`src/rtl/sine_arg_reduce.sv`:
```
// Reduces an unsigned Q8.8 angle modulo 2*pi, folds into [0, pi/2], emits Q4.8 argument plus negate flag.
// Latency: result valid STEPS+1 clocks after acceptance; one operation in flight.
// Backpressure: result held until x_rdy_i; arg_rdy_o low from acceptance until the result is taken.
module sine_arg_reduce #(
    parameter int unsigned     IN_W    = 16,
    parameter int unsigned     OUT_W   = 12,
    parameter logic [IN_W-1:0] TWO_PI  = 16'd1608,
    parameter logic [IN_W-1:0] PI      = 16'd804,
    parameter logic [IN_W-1:0] HALF_PI = 16'd402,
    parameter int unsigned     STEPS   = 6
) (
    input  logic             clk_i,
    input  logic             srst_i,
    input  logic [IN_W-1:0]  angle_i,
    input  logic             arg_vld_i,
    output logic             arg_rdy_o,
    output logic [OUT_W-1:0] x_o,
    output logic             neg_o,
    output logic             x_vld_o,
    input  logic             x_rdy_i
);

    localparam int unsigned K_W = (STEPS > 1) ? $clog2(STEPS) : 1;

    typedef enum logic [1:0] {
        IDLE   = 2'd0,
        REDUCE = 2'd1,
        FOLD   = 2'd2,
        OUT    = 2'd3
    } state_t;

    state_t           state_q, state_d;
    logic [IN_W-1:0]  r_q, r_d;
    logic [K_W-1:0]   k_q, k_d;
    logic [OUT_W-1:0] x_q, x_d;
    logic             neg_q, neg_d;
    logic             x_vld_q, x_vld_d;

    logic [IN_W:0]    sub_w;
    logic [IN_W-1:0]  fold_h;
    logic [IN_W-1:0]  fold_x;
    logic             fold_neg;

    always_comb begin
        state_d  = state_q;
        r_d      = r_q;
        k_d      = k_q;
        x_d      = x_q;
        neg_d    = neg_q;
        x_vld_d  = x_vld_q;

        // One extra bit so the largest shifted modulus never wraps in the compare.
        sub_w    = {1'b0, TWO_PI} << k_q;

        // Fold r (< 2*pi) into [0, pi/2]; the upper half-turn maps onto a negated sine.
        fold_neg = (r_q >= PI);
        fold_h   = fold_neg ? (r_q - PI) : r_q;
        fold_x   = (fold_h <= HALF_PI) ? fold_h : (PI - fold_h);

        case (state_q)
            IDLE: begin
                if (arg_vld_i) begin
                    r_d     = angle_i;
                    k_d     = K_W'(STEPS - 1);
                    state_d = REDUCE;
                end
            end
            REDUCE: begin
                if ({1'b0, r_q} >= sub_w) begin
                    r_d = r_q - sub_w[IN_W-1:0];
                end
                if (k_q == '0) begin
                    state_d = FOLD;
                end else begin
                    k_d = k_q - 1'b1;
                end
            end
            FOLD: begin
                x_d     = OUT_W'(fold_x);
                neg_d   = fold_neg;
                x_vld_d = 1'b1;
                state_d = OUT;
            end
            OUT: begin
                if (x_rdy_i) begin
                    x_vld_d = 1'b0;
                    state_d = IDLE;
                end
            end
            default: state_d = IDLE;
        endcase
    end

    always_ff @(posedge clk_i or posedge srst_i) begin
        if (srst_i) begin
            state_q <= IDLE;
            r_q     <= '0;
            k_q     <= '0;
            x_q     <= '0;
            neg_q   <= 1'b0;
            x_vld_q <= 1'b0;
        end else begin
            state_q <= state_d;
            r_q     <= r_d;
            k_q     <= k_d;
            x_q     <= x_d;
            neg_q   <= neg_d;
            x_vld_q <= x_vld_d;
        end
    end

    assign arg_rdy_o = (state_q == IDLE);
    assign x_o       = x_q;
    assign neg_o     = neg_q;
    assign x_vld_o   = x_vld_q;

endmodule

```
`config.mk`:
```
export PLATFORM = sky130hd
export DESIGN_NAME = sine_arg_reduce
export DESIGN_NICKNAME = d
export VERILOG_FILES = /design/src/rtl/sine_arg_reduce.sv
export SDC_FILE = /design/constraint.sdc
export NUM_CORES = 1
export LEC_CHECK = 0
export BUFFER_PORTS_ARGS = -buffer_cell sky130_fd_sc_hd__buf_2
export CAP_MARGIN = 15
export CORE_MARGIN = 10
export CORE_UTILIZATION = 45
export DETAILED_ROUTE_END_ITERATION = 10
export PLACE_DENSITY_LB_ADDON = 0.08
export SETUP_SLACK_MARGIN = 0.5
export SYNTH_ARGS = -nofsm -noshare
export SYNTH_HDL_FRONTEND = slang
export SYNTH_SLANG_ARGS = --single-unit
export TNS_END_PERCENT = 30
```
`constraint.sdc`:
```
create_clock -name clk_i -period 4 [get_ports clk_i]
set_clock_uncertainty 0.2 [all_clocks]
set_input_delay 0 -clock clk_i [delete_from_list [all_inputs] [get_ports clk_i]]
set_output_delay 0 -clock clk_i [all_outputs]
set_load 0.005 [all_outputs]
```
---- Yosys cells after proc, flatten, opt, wreduce, memory -nomap -nowiden ----
Index checks and enable logic that the tools add are counted.
operators by class
  multiplexer cells ....................... 14
  magnitude comparators ................... 3
  reductions and logical operators ........ 8
  equality and inequality tests ........... 8
  add/subtract/negate cells ............... 4
  shift operators ......................... 1
operators with widths
  operator                                                                               number
  16-bit two-way mux                                                                     3
  16-bit one-hot mux with 2 select lines                                                 1
  16-bit by 17-bit greater-or-equal comparator with 1-bit output                         1
  11-bit by 3-bit left shift with 17-bit output, first input constant                    1
  16-bit by 10-bit greater-or-equal comparator with 1-bit output, second input constant  1
  16-bit by 9-bit less-or-equal comparator with 1-bit output, second input constant      1
  16-bit by 10-bit subtractor with 16-bit output, second input constant                  1
  16-bit subtractor                                                                      1
  12-bit two-way mux                                                                     1
  10-bit by 12-bit subtractor with 12-bit output, first input constant                   1
  2-bit inequality test, second input constant                                           5
  3-bit AND reduction                                                                    3
  2-bit one-hot mux with 4 select lines                                                  1
  2-bit two-way mux                                                                      3
  3-bit two-way mux                                                                      2
  3-bit one-hot mux with 2 select lines                                                  1
  2-bit equality test, second input constant                                             2
  2-bit nonzero test                                                                     2
  3-bit zero test                                                                        1
  3-bit by 1-bit subtractor with 3-bit output, second input constant                     1
  2-bit by 1-bit equality test with 1-bit output, second input constant                  1
  2-bit zero test                                                                        1
  1-bit one-hot mux with 2 select lines                                                  1
  2-bit AND reduction                                                                    1
  1-bit two-way mux                                                                      1
word-level totals
  output and inout port bits .............. 15
  input port bits ......................... 20
  register bits ........................... 35

---- Longest topological paths before layout ----
Gate-level depths: netlist of the first run.
  word-level depth ........................ 4
  gate-level depth with buffers ........... 15
  depth with buffers taken out ............ 14

---- Least setup slack after synthesis of the first run ----
Ideal clock, no wire load.
  path type ............................... register -> register
  start point ............................. register k_q[1]
  end point ............................... register r_q[10]
  path slack .............................. 0.247 ns
  data arrival time ....................... 3.428 ns
  period minus slack after synthesis ...... 3.753 ns
  stages on the path, launching flop included .. 16
  path through ............................ dfrtp_1 -> inv_1 -> ha_1 -> or2_2 -> a21boi_0 -> ha_1 -> and2_1 -> nand2_1 -> nor2_1 -> o21ai_0 -> a311oi_1 -> o21a_1 -> o21a_1 -> o311a_1 -> buf_2 -> mux2_2
between the ends
  cells in the longest elaborated chain, start to end .. 4
ends and longest elaborated chain
  item                                                                                                        RTL line  source
  start: declaration                                                                                          34        logic [K_W-1:0] k_q, k_d;
  start signal: assignment                                                                                    105       k_q <= k_d;
  11-bit by 3-bit left shift with 17-bit output (*)                                                           53        sub_w = {1'b0, TWO_PI} << k_q;
  16-bit subtractor / 16-bit by 17-bit greater-or-equal comparator with 1-bit output (equally long branches)  70, 69
  16-bit two-way mux / 2-bit inequality test (equally long branches)                                          -
  16-bit one-hot mux with 2 select lines / 3-bit AND reduction (equally long branches)                        -
  end signal: assignment                                                                                      104       r_q <= r_d;
  end: declaration                                                                                            33        logic [IN_W-1:0] r_q, r_d;
Mark *: on every way between the ends. The rest lies on a longest branch, timed or not. The select of a mux whose other input is x is not followed.
A chain may end at the register's enable or synchronous reset.

---- Final worst setup path of the first run ----
  start point ............................. register k_q[1]
  end point ............................... register r_q[11]
Same word-level chain as after synthesis.

==> metrics.cfg, run 1 <==
[route]
drt_first_iter_violations=138
first_pass_iters=4
final_antenna_net_count=0
drt-total-wl_um=7820
drc_errors=0
vias=2788
wl_per_cell_um=15.9
via_per_inst=5.66

[timing]
worstMarginPinSlew_ns=0.754
setup_viol=0
fmax_mhz=291
finalCritPeriodShare_pct=85.9
hold_violations=0
final.min_clock_period_ns=3.44
slew_violations=0
relSlewSlack_pct=49.8
rsz0062_at_grt=yes
setup_tns_ns=0

[floorplanning]
die_area_um2=10300
coreArea_um2=6420
rows=29
start_util_pct=46.8
die_w_um=102
io_pins=35
fp.dieH_um=102

[synthesis]
synth_area_um2=3000
synth_top_area_share_pct=29.2
async_flop_share_pct=100
synth_cell_types=58
syn_avg_cell_area_um2=8.81
synth_cells=341
synth_nets=386
synth_edf_count=0
netlist_top_cells_count=35 x dfrtp_1, 30 x o21ai_0, 26 x nor2_1, 25 x ha_1, 23 x a21oi_1
post-synth-top-count-cell=dfrtp_1
synthTopCellsByArea=dfrtp_1 29%, ha_1 10%, mux2_2 6.7%, o21ai_0 5.0%, a21oi_1 3.8%
synth_ff_type=dfrtp_1
ys_seq_area_share_pct=29.2
synth_top_area_cell=dfrtp_1
yosysWarnings=0
synth-seq-cells=35

[critical_path]
ff2ff_setup_slack_ns=0.56
r2r-end=r_q[11]$_DFFE_PP0P_
cp-end-kind=flop
worstPathRequired_ns=3.98
regToRegStartpoint=k_q[1]$_DFFE_PP0P_
cp-start-kind=flop
r2r_cells=14
worstPathArrival_ns=3.41
crit_type=reg2reg
worstPathMaxFanout=5

[flow_run]
drv_cap=0

[cts]
cts.path.max_buffers=2
tritoncts=yes
cts-buffers-inserted=5
cts.sinks=35
cts-root-buf=clkbuf_8
clock_latency_ns=0.30
clk_pin_slew_ns=0.08
cts_max_level=2

[layout]
final-seq-area_um2=878
multi_input_area_um2=2120
syn_to_final_growth_pct=28.2
layout.nets=460
layout-drive-gt1-share_pct=31.3
antenna_cells=0
nFillCells=577

[grt]
grt_first_pass_wirelength_um=13200
antenna_found_initial=0
grt_usage_pct=15.6
grt_max_degree=36
grt_pass1_vias=2701
grt.overflow.total=0

[power_and_ir_drop]
leakage_nw=1.68
totalPowerFinal_mw=3.91
powerDensity_nw_per_um2=1020
irDropWorstVdd_v=0.000449

[hold_path]
hold_start=arg_vld_i
min_path_cells=5
hp-class=in2reg
hold-path-endpoint=k_q[0]$_DFFE_PP0P_

[placement]
place_hpwl_um=5590
port_buffers=34
place.gp.congestion=0.898

[status]
status=complete, no violations

placed cells by master, fill, tap and decap left out, types with 4 or more instances in the layout:
master,instances
inv_2,4
o21ai_0,27
nor2_1,25
nand2b_1,10
nand3_1,6
dlygate4sd3_1,18
nor3_1,10
buf_2,34
dfrtp_1,33
buf_4,25
mux2i_1,8
clkbuf_8,5
a21oi_1,22
ha_1,20
xnor2_1,12
o21a_1,5
a21o_1,5
nand4_1,4
o31ai_1,6
xor2_1,5
inv_1,16
mux2_2,18
nand2_1,22
what timing repair did:
| action | 4_1_cts | 5_1_grt |
|---|---|---|
| cloned | 1 | 0 |
| pin swaps | 7 | 5 |
| endpoints found under the hold margin | 54 | 0 |
| endpoints found under the setup margin | 14 | 24 |
| buffers inserted | 12 | 6 |
| resized for setup | 11 | 16 |
| hold buffers | 18 | 0 |
critical path, stage by stage (launching register included):
cell and delay [ns]:
dfrtp_1 0.44, ha_1 0.23, nand2b_1 0.10, a21boi_2 0.25
ha_4 0.25, a21o_1 0.18, a21o_1 0.16, a21oi_2 0.13
nand2b_4 0.15, a311oi_2 0.10, o21a_1 0.20, o21a_1 0.19
o311a_4 0.34, buf_6 0.14, mux2_2 0.27
sequential cells by signal, summed over array words and instances (netlist names):
name     cells
x_vld_o      1
state_q      2
r_q         16
k_q          3
x_o         12
neg_o        1
layout make-up:
cell class	count	share of cell area [%]
Clock buffer	5	1.79
Inverter	20	1.95
Multi-Input combinational cell	273	55.0
Clock inverter	3	1.14
Timing Repair Buffer	80	14.8
Sequential cell	35	22.8
Tap cell	77	2.50
layer usage:
metal  track usage (%)  share of wire [%]  routed length [µm]  up-vias
met5                 0                  0                   0        -
met4              3.63               0.97                  76        0
met3              3.61                4.4                 343        7
met2              24.3                 46                3610       58
met1              21.2                 48                3790     1331
li1                  -                  -                   -     1392
cell families (layout without fill, tap and decap cells):
logic type | count (synthesis) | count (layout) | synth area share (%)
DFF | 35 | 35 | 29.2
and+or+nand+nor | 100 | 100 | 17.0
adders and majority gates | 26 | 26 | 10.8
buffers and inverters | 33 | 108 | 4.62
xor gates and xnor gates | 17 | 17 | 4.96
AOI/OAI and AO/OA | 104 | 104 | 24.1
muxes | 26 | 26 | 9.41
through the flow:
step                      area (µm²)  std cells  setup WS [ns]  utilization (%)  hold WS, ns
after global routing            3850        493          0.443             60.0       0.0864
final                           3850        493          0.564             60.0       0.0248
after CTS                       3740        487          0.499             58.2       0.0166
after floorplan                 3050        341          0.448                -       -0.110
after global placement          3310        448          0.323             51.5      -0.0693
after detailed placement        3310        448          0.265             51.5      -0.0643
worst max-delay path by stage:
stage / slack (ns) / end / start
2_1_floorplan: 0.45 / r_q[10]$_DFFE_PP0P_ / k_q[1]$_DFFE_PP0P_
3_3_place_gp: 0.32 / r_q[7]$_DFFE_PP0P_ / k_q[1]$_DFFE_PP0P_
3_5_place_dp: 0.26 / r_q[7]$_DFFE_PP0P_ / k_q[1]$_DFFE_PP0P_
4_1_cts: 0.50 / x_o[2]$_DFFE_PP0P_ / r_q[2]$_DFFE_PP0P_
5_1_grt: 0.44 / x_o[2]$_DFFE_PP0P_ / r_q[2]$_DFFE_PP0P_
6_report: 0.56 / r_q[11]$_DFFE_PP0P_ / k_q[1]$_DFFE_PP0P_
report_power, final:
part | internal [mW] | total (mW) | switching [mW]
combinational | 1.38 | 2.83 | 1.45
clock | 0.186 | 0.330 | 0.144
sequential | 0.537 | 0.758 | 0.221
(Power assumes the default switching activity.)
==> inputs of run 2 (changes only) <==
--- a/config.mk
+++ b/config.mk
@@ -7,8 +7,10 @@
 export LEC_CHECK = 0
 export BUFFER_PORTS_ARGS = -buffer_cell sky130_fd_sc_hd__buf_2
 export CAP_MARGIN = 15
+export CELL_PAD_IN_SITES_DETAIL_PLACEMENT = 0
+export CELL_PAD_IN_SITES_GLOBAL_PLACEMENT = 2
 export CORE_MARGIN = 10
-export CORE_UTILIZATION = 45
+export CORE_UTILIZATION = 33
 export DETAILED_ROUTE_END_ITERATION = 10
 export PLACE_DENSITY_LB_ADDON = 0.08
 export SETUP_SLACK_MARGIN = 0.5
==> run 2 against run 1 <==
Net effect: sequential share of layout area is 1.1 points lower; critical path type unchanged; non-clock buffer count is 14 higher; worst setup slack worse by 0.15 ns; first-iteration DRC count is 2.2% higher; die area is 29% higher; combinational power is 9.5% higher; largest cell class unchanged; final area is 4.9% higher; via count is 0.79% lower; clock power is 18% lower; global-route usage is 2.1 points lower; sequential power is 0.5% lower; critical endpoint is now r_q[10]$_DFFE_PP0P_; cell count is 8.9% higher.
==> metrics.cfg, run 2 (synthesis gave the netlist of run 1 again) <==
[layout]
layout.nets=474  ; +3.0%
fin_cells=537  ; +8.9%
nFillCells=864  ; +50%
final_cell_mix=39 x buf_4, 34 x buf_2, 33 x dfrtp_1, 28 x o21ai_0, 25 x nor2_1
syn_to_final_growth_pct=34.4
largest_reg_flops=16  ; unchanged
antenna_cells=0  ; unchanged
layout-drive-gt1-share_pct=33.1  ; +1.9 points
top_register=r_q
final_common_cell=buf_4

[power_and_ir_drop]
leakage_nw=1.76  ; +4.8%
powerDensity_nw_per_um2=1020  ; +0.60%
swShare_pct=46.0  ; -0.36 points
p_int_mw=2.23  ; +6.2%
switching_power_mw=1.90  ; +4.7%
totalPowerFinal_mw=4.13  ; +5.5%
combPwrFrac_pct=75.1  ; +2.9 points
p_clk_share_pct=6.6  ; -1.8 points
p_seq_share_pct=18.3  ; -1.1 points
irDropWorstVdd_v=0.000380  ; -15%

[floorplanning]
rows=34  ; +17%
fp.dieH_um=115  ; +13%
die_area_um2=13300  ; +29%
die_w_um=115  ; +13%
coreArea_um2=8810  ; +37%
start_util_pct=34.1  ; -13 points
io_pins=35  ; unchanged

[cts]
cts_max_level=2  ; unchanged
cts-buffers-inserted=5  ; unchanged
clk_pin_slew_ns=0.08  ; about the same
tritoncts=yes
clock_latency_ns=0.29  ; about the same
cts.path.max_buffers=2  ; unchanged
cts-root-buf=clkbuf_8
cts.sinks=35  ; unchanged

[route]
via_per_inst=5.15  ; -8.9%
drt_first_iter_violations=141  ; +2.2%
drc_errors=0  ; unchanged
drt-total-wl_um=8660  ; +11%
first_pass_iters=4  ; unchanged
final_antenna_net_count=0  ; unchanged
wl_per_cell_um=16.1  ; +1.6%
vias=2766  ; -0.79%

[timing]
rsz0062_at_grt=yes
relSlewSlack_pct=63.3  ; +14 points
worstMarginPinSlew_ns=0.551  ; -0.203 ns
setup_tns_ns=0  ; unchanged
slew_violations=0  ; unchanged
hold_violations=0  ; unchanged
final.min_clock_period_ns=3.58  ; +0.146 ns
finalCritPeriodShare_pct=89.5  ; +3.7 points
setup_viol=0  ; unchanged
fmax_mhz=279  ; -4.1%

[critical_path]
worstPathRequired_ns=3.98  ; about the same
worstPathMaxFanout=6  ; +1
worstPathArrival_ns=3.56  ; +0.15 ns
cp-end-kind=flop
ff2ff_setup_slack_ns=0.42  ; -0.15 ns
cp-start-kind=flop
crit_type=reg2reg

[status]
status=complete, no violations

[flow_run]
drv_cap=0  ; unchanged

[grt]
use_met1_pct=19.6  ; -1.7 points
grt_max_degree=36  ; unchanged
antenna_found_initial=0  ; unchanged
busiest_layer=met2
use_met2_pct=20.3  ; -3.9 points
gr-usage-met3_pct=2.22  ; -1.4 points
grt_usage_pct=13.5  ; -2.1 points
grt_first_pass_wirelength_um=14600  ; +10%
grt_pass1_vias=2820  ; +4.4%
grt.overflow.total=0  ; unchanged

[hold_path]
hp-class=in2reg

[placement]
place.gp.congestion=0.802  ; -11%
port_buffers=34  ; unchanged
place_hpwl_um=6300  ; +13%
numPlacedInstances=483  ; +7.8%

run 2: cell type report:
type	instances	area, µm²	share of cell area [%]
clock buffer	6	82.6	2.04
clock inverter	1	5.00	0.124
inverter	20	77.6	1.92
multi-input combinational	273	2160	53.5
sequential	35	878	21.7
tap	108	135	3.35
timing repair buffer	94	698	17.3
run 2: per-layer routing:
metal	wire length (µm)	vias up
met3	315	4
met1	4580	1293
met5	0	-
met4	68	0
met2	3700	53
li1	-	1416
run 2: critical path: stages (launching register included):
cell and delay (ns):
dfrtp_1 0.41, inv_2 0.12, ha_4 0.22, or2_4 0.23
a21boi_4 0.15, ha_4 0.23, a21o_1 0.17, a21oi_2 0.16
nand2b_4 0.16, a311oi_4 0.09, o21a_1 0.22, o21a_1 0.19
o311a_1 0.39, buf_12 0.15, buf_8 0.13, mux2_2 0.26
run 2: final timing paths:
check	startpoint	end	cells after the start
worst max-delay path	k_q[1]$_DFFE_PP0P_	r_q[10]$_DFFE_PP0P_	15
worst min-delay path	arg_vld_i	k_q[0]$_DFFE_PP0P_	5
worst max register to register	k_q[1]$_DFFE_PP0P_	r_q[10]$_DFFE_PP0P_	15
worst min register to register	x_o[8]$_DFFE_PP0P_	x_o[8]$_DFFE_PP0P_	2
max in group asynchronous	srst_i	k_q[0]$_DFFE_PP0P_	4
min in group asynchronous	srst_i	x_o[6]$_DFFE_PP0P_	4
run 2: power by group through the flow:
stage | logic [mW] | registers, mW | clock network [mW]
2_1_floorplan | 2.02 | 0.677 | 0
3_5_place_dp | 2.60 | 0.751 | 0
4_1_cts | 2.75 | 0.744 | 0.286
6_report | 3.10 | 0.754 | 0.272
3_3_place_gp | 2.61 | 0.748 | 0
5_1_grt | 3.48 | 0.785 | 0.295
run 2: what timing repair did:
action | 4_1_cts | 5_1_grt
hold buffers | 18 | 0
gates resized for setup | 9 | 21
endpoints found under the hold margin | 53 | 0
setup buffers | 12 | 17
pin swaps | 6 | 13
setup endpoints to repair | 14 | 23
run 2: per-stage QoR:
stage	utilization, %	worst slack, ns	hold WS [ns]	area (µm²)
2_1_floorplan	-	0.448	-0.110	3050
3_3_place_gp	38.5	0.263	-0.0595	3390
3_5_place_dp	38.5	0.219	-0.0519	3390
4_1_cts	43.0	0.492	0.0355	3790
5_1_grt	45.9	0.304	0.120	4040
6_report	45.9	0.418	0.0403	4040
==> inputs of run 3 (changes only) <==
--- a/config.mk
+++ b/config.mk
@@ -10,11 +10,11 @@
 export CELL_PAD_IN_SITES_DETAIL_PLACEMENT = 0
 export CELL_PAD_IN_SITES_GLOBAL_PLACEMENT = 2
 export CORE_MARGIN = 10
-export CORE_UTILIZATION = 33
+export CORE_UTILIZATION = 36
 export DETAILED_ROUTE_END_ITERATION = 10
 export PLACE_DENSITY_LB_ADDON = 0.08
 export SETUP_SLACK_MARGIN = 0.5
 export SYNTH_ARGS = -nofsm -noshare
 export SYNTH_HDL_FRONTEND = slang
 export SYNTH_SLANG_ARGS = --single-unit
-export TNS_END_PERCENT = 30
+export TNS_END_PERCENT = 50
==> constraint.sdc (replaced) <==
create_clock -name clk_i -period 3.69 [get_ports clk_i]
set_clock_uncertainty 0.2 [all_clocks]
set_input_delay 0 -clock clk_i [delete_from_list [all_inputs] [get_ports clk_i]]
set_output_delay 0 -clock clk_i [all_outputs]
set_load 0.005 [all_outputs]
==> run 3 against run 2 <==
Net effect: first-iteration DRC count up 28%; worst setup slack worse by 0.23 ns; sequential power up 3.4%; critical path depth down 1; total power up 9.1%; maximum frequency up 2.2%; global-route usage up 0.62 points; cell count up 1.3%; count of clock-buffer cells in the layout up 1; clock power up 2%; sequential cell count unchanged; largest cell class unchanged.
==> metrics.cfg, run 3 (synthesis gave the netlist of run 1 again) <==
[layout]
final_common_cell=buf_4
utilization_pct=50.0  ; +4.1 points
antenna_cells=0  ; unchanged
fin_cells=544  ; +1.3%
top_register=r_q
largest_reg_flops=16  ; unchanged
stdcell_area_um2=4090  ; +1.1%
syn_to_final_growth_pct=36.0
layout.nets=483  ; +1.9%
layout-drive-gt1-share_pct=34.2  ; +1.1 points
final_cell_mix=49 x buf_4, 35 x dfrtp_1, 34 x buf_2, 26 x nor2_1, 26 x o21ai_0

[critical_path]
cp-end-kind=flop
worstPathMaxFanout=7  ; +1
worstPathArrival_ns=3.48  ; -0.08 ns
worstPathRequired_ns=3.67  ; -0.31 ns
regToRegStartpoint=k_q[1]$_DFFE_PP0P_
ff2ff_setup_slack_ns=0.18  ; -0.23 ns
cp-start-kind=flop
r2r_cells=14  ; -1
crit_type=reg2reg
r2r-end=r_q[10]$_DFFE_PP0P_

[timing]
hold_violations=0  ; unchanged
relSlewSlack_pct=62.1  ; -1.2 points
fmax_mhz=285  ; +2.2%
final.min_clock_period_ns=3.51  ; -0.0767 ns
setup_ws_ns=0.185  ; -0.233 ns
hold_ws_ns=0.0682  ; +0.0279 ns
rsz0062_at_grt=yes
setup_viol=0  ; unchanged
slew_violations=0  ; unchanged
finalCritPeriodShare_pct=95.0  ; +5.4 points
worstMarginPinSlew_ns=0.569  ; +0.0180 ns

[hold_path]
hp-class=in2reg
hold_start=arg_vld_i
min_path_cells=5  ; unchanged
hold-path-endpoint=k_q[0]$_DFFE_PP0P_

[route]
drt-total-wl_um=8630  ; -0.40%
drt_first_iter_violations=180  ; +28%
drc_errors=0  ; unchanged
final_antenna_net_count=0  ; unchanged
vias=2838  ; +2.6%
first_pass_iters=4  ; unchanged
via_per_inst=5.22  ; +1.3%
wl_per_cell_um=15.9  ; -1.7%

[placement]
pre_cts_ws_ns=0.00573  ; -0.213 ns
place_hpwl_um=6390  ; +1.4%
place.gp.congestion=0.831  ; +3.7%
port_buffers=34  ; unchanged
numPlacedInstances=504  ; +4.3%
dpl_cell_area_um2=3570  ; +5.2%

[floorplanning]
io_pins=35  ; unchanged
die_area_um2=12400  ; -6.9%
die_w_um=111  ; -3.5%
start_util_pct=36.7  ; +2.6 points
rows=33  ; -2.9%
fp.dieH_um=111  ; -3.5%
coreArea_um2=8180  ; -7.2%

[cts]
cts-root-buf=clkbuf_8
cts.sinks=35  ; unchanged
clock_latency_ns=0.29  ; about the same
cts-buffers-inserted=5  ; unchanged
tritoncts=yes
clk_pin_slew_ns=0.07  ; about the same
cts_max_level=2  ; unchanged
cts.path.max_buffers=2  ; unchanged

[status]
status=complete, no violations

[grt]
antenna_found_initial=0  ; unchanged
grt_usage_pct=14.1  ; +0.62 points
grt.overflow.total=0  ; unchanged
grt_pass1_vias=2948  ; +4.5%
grt_max_degree=36  ; unchanged
grt_first_pass_wirelength_um=14900  ; +2.2%

[flow_run]
drv_cap=0  ; unchanged

[power_and_ir_drop]
leakage_nw=1.80  ; +2.3%
powerDensity_nw_per_um2=1100  ; +7.9%
irDropWorstVdd_v=0.000434  ; +14%

==> run 3: changes by cell type in the layout (fill, tap and decap cells not counted), sizes merged <==
| cell | change |
|---|---|
| clkbuf | +1 |
| buf | +9 |
==> run 3: per-layer routing <==
metal | share of wire [%] | track usage [%] | vias up
met5 | 0 | 0 | -
li1 | - | - | 1444
met2 | 46 | 22.5 | 42
met1 | 50 | 19.3 | 1344
met4 | 0.96 | 2.83 | 0
met3 | 3.4 | 2.79 | 8
==> run 3: metrics by stage <==
stage | setup TNS [ns] | total power [mW]
6_report | 0 | 4.50
5_1_grt | 0 | 4.98
4_1_cts | 0 | 4.37
3_5_place_dp | 0 | 3.85
3_3_place_gp | -0.199 | 3.85
2_1_floorplan | 0 | 2.92
==> run 3: worst max-delay path: stages, from the launching register on <==
cell	delay [ns]
dfrtp_1	0.44
inv_2	0.14
ha_4	0.22
or2_4	0.23
a21boi_4	0.15
ha_4	0.22
a21o_1	0.16
a21oi_2	0.13
nand2b_4	0.15
a311oi_4	0.09
o21a_1	0.21
o21a_1	0.20
o311a_4	0.42
buf_12	0.15
mux2_2	0.26
==> run 3: worst max-delay path by stage <==
stage	from	endpoint	slack (ns)	depth (start not counted)
after floorplan	k_q[1]$_DFFE_PP0P_	r_q[10]$_DFFE_PP0P_	0.14	14
after global placement	k_q[0]$_DFFE_PP0P_	r_q[7]$_DFFE_PP0P_	-0.02	15
after detailed placement	k_q[0]$_DFFE_PP0P_	r_q[10]$_DFFE_PP0P_	0.006	15
after CTS	k_q[0]$_DFFE_PP0P_	r_q[10]$_DFFE_PP0P_	0.23	14
after global routing	k_q[1]$_DFFE_PP0P_	r_q[7]$_DFFE_PP0P_	0.05	14
final	k_q[1]$_DFFE_PP0P_	r_q[10]$_DFFE_PP0P_	0.18	14
==> run 3: cell type report <==
class                           instances  area [µm²]
Fill cell                             813        4090
Clock inverter                          1        5.00
Clock buffer                            7        76.3
Tap cell                              105         131
Multi-Input combinational cell        273        2160
Timing Repair Buffer                  103         766
Inverter                               20        75.1
Sequential cell                        35         876
==> run 3: where the power goes <==
part,internal [mW],switching (mW)
sequential,0.581,0.199
combinational,1.74,1.71
clock,0.133,0.146
total,2.45,2.06
==> run 3: what timing repair did <==
action,in CTS,in global routing
hold endpoints to repair,54,0
resized for setup,8,18
endpoints found under the setup margin,21,24
gates cloned,1,0
pin swaps,8,10
buffers inserted,11,2
hold buffers,18,0
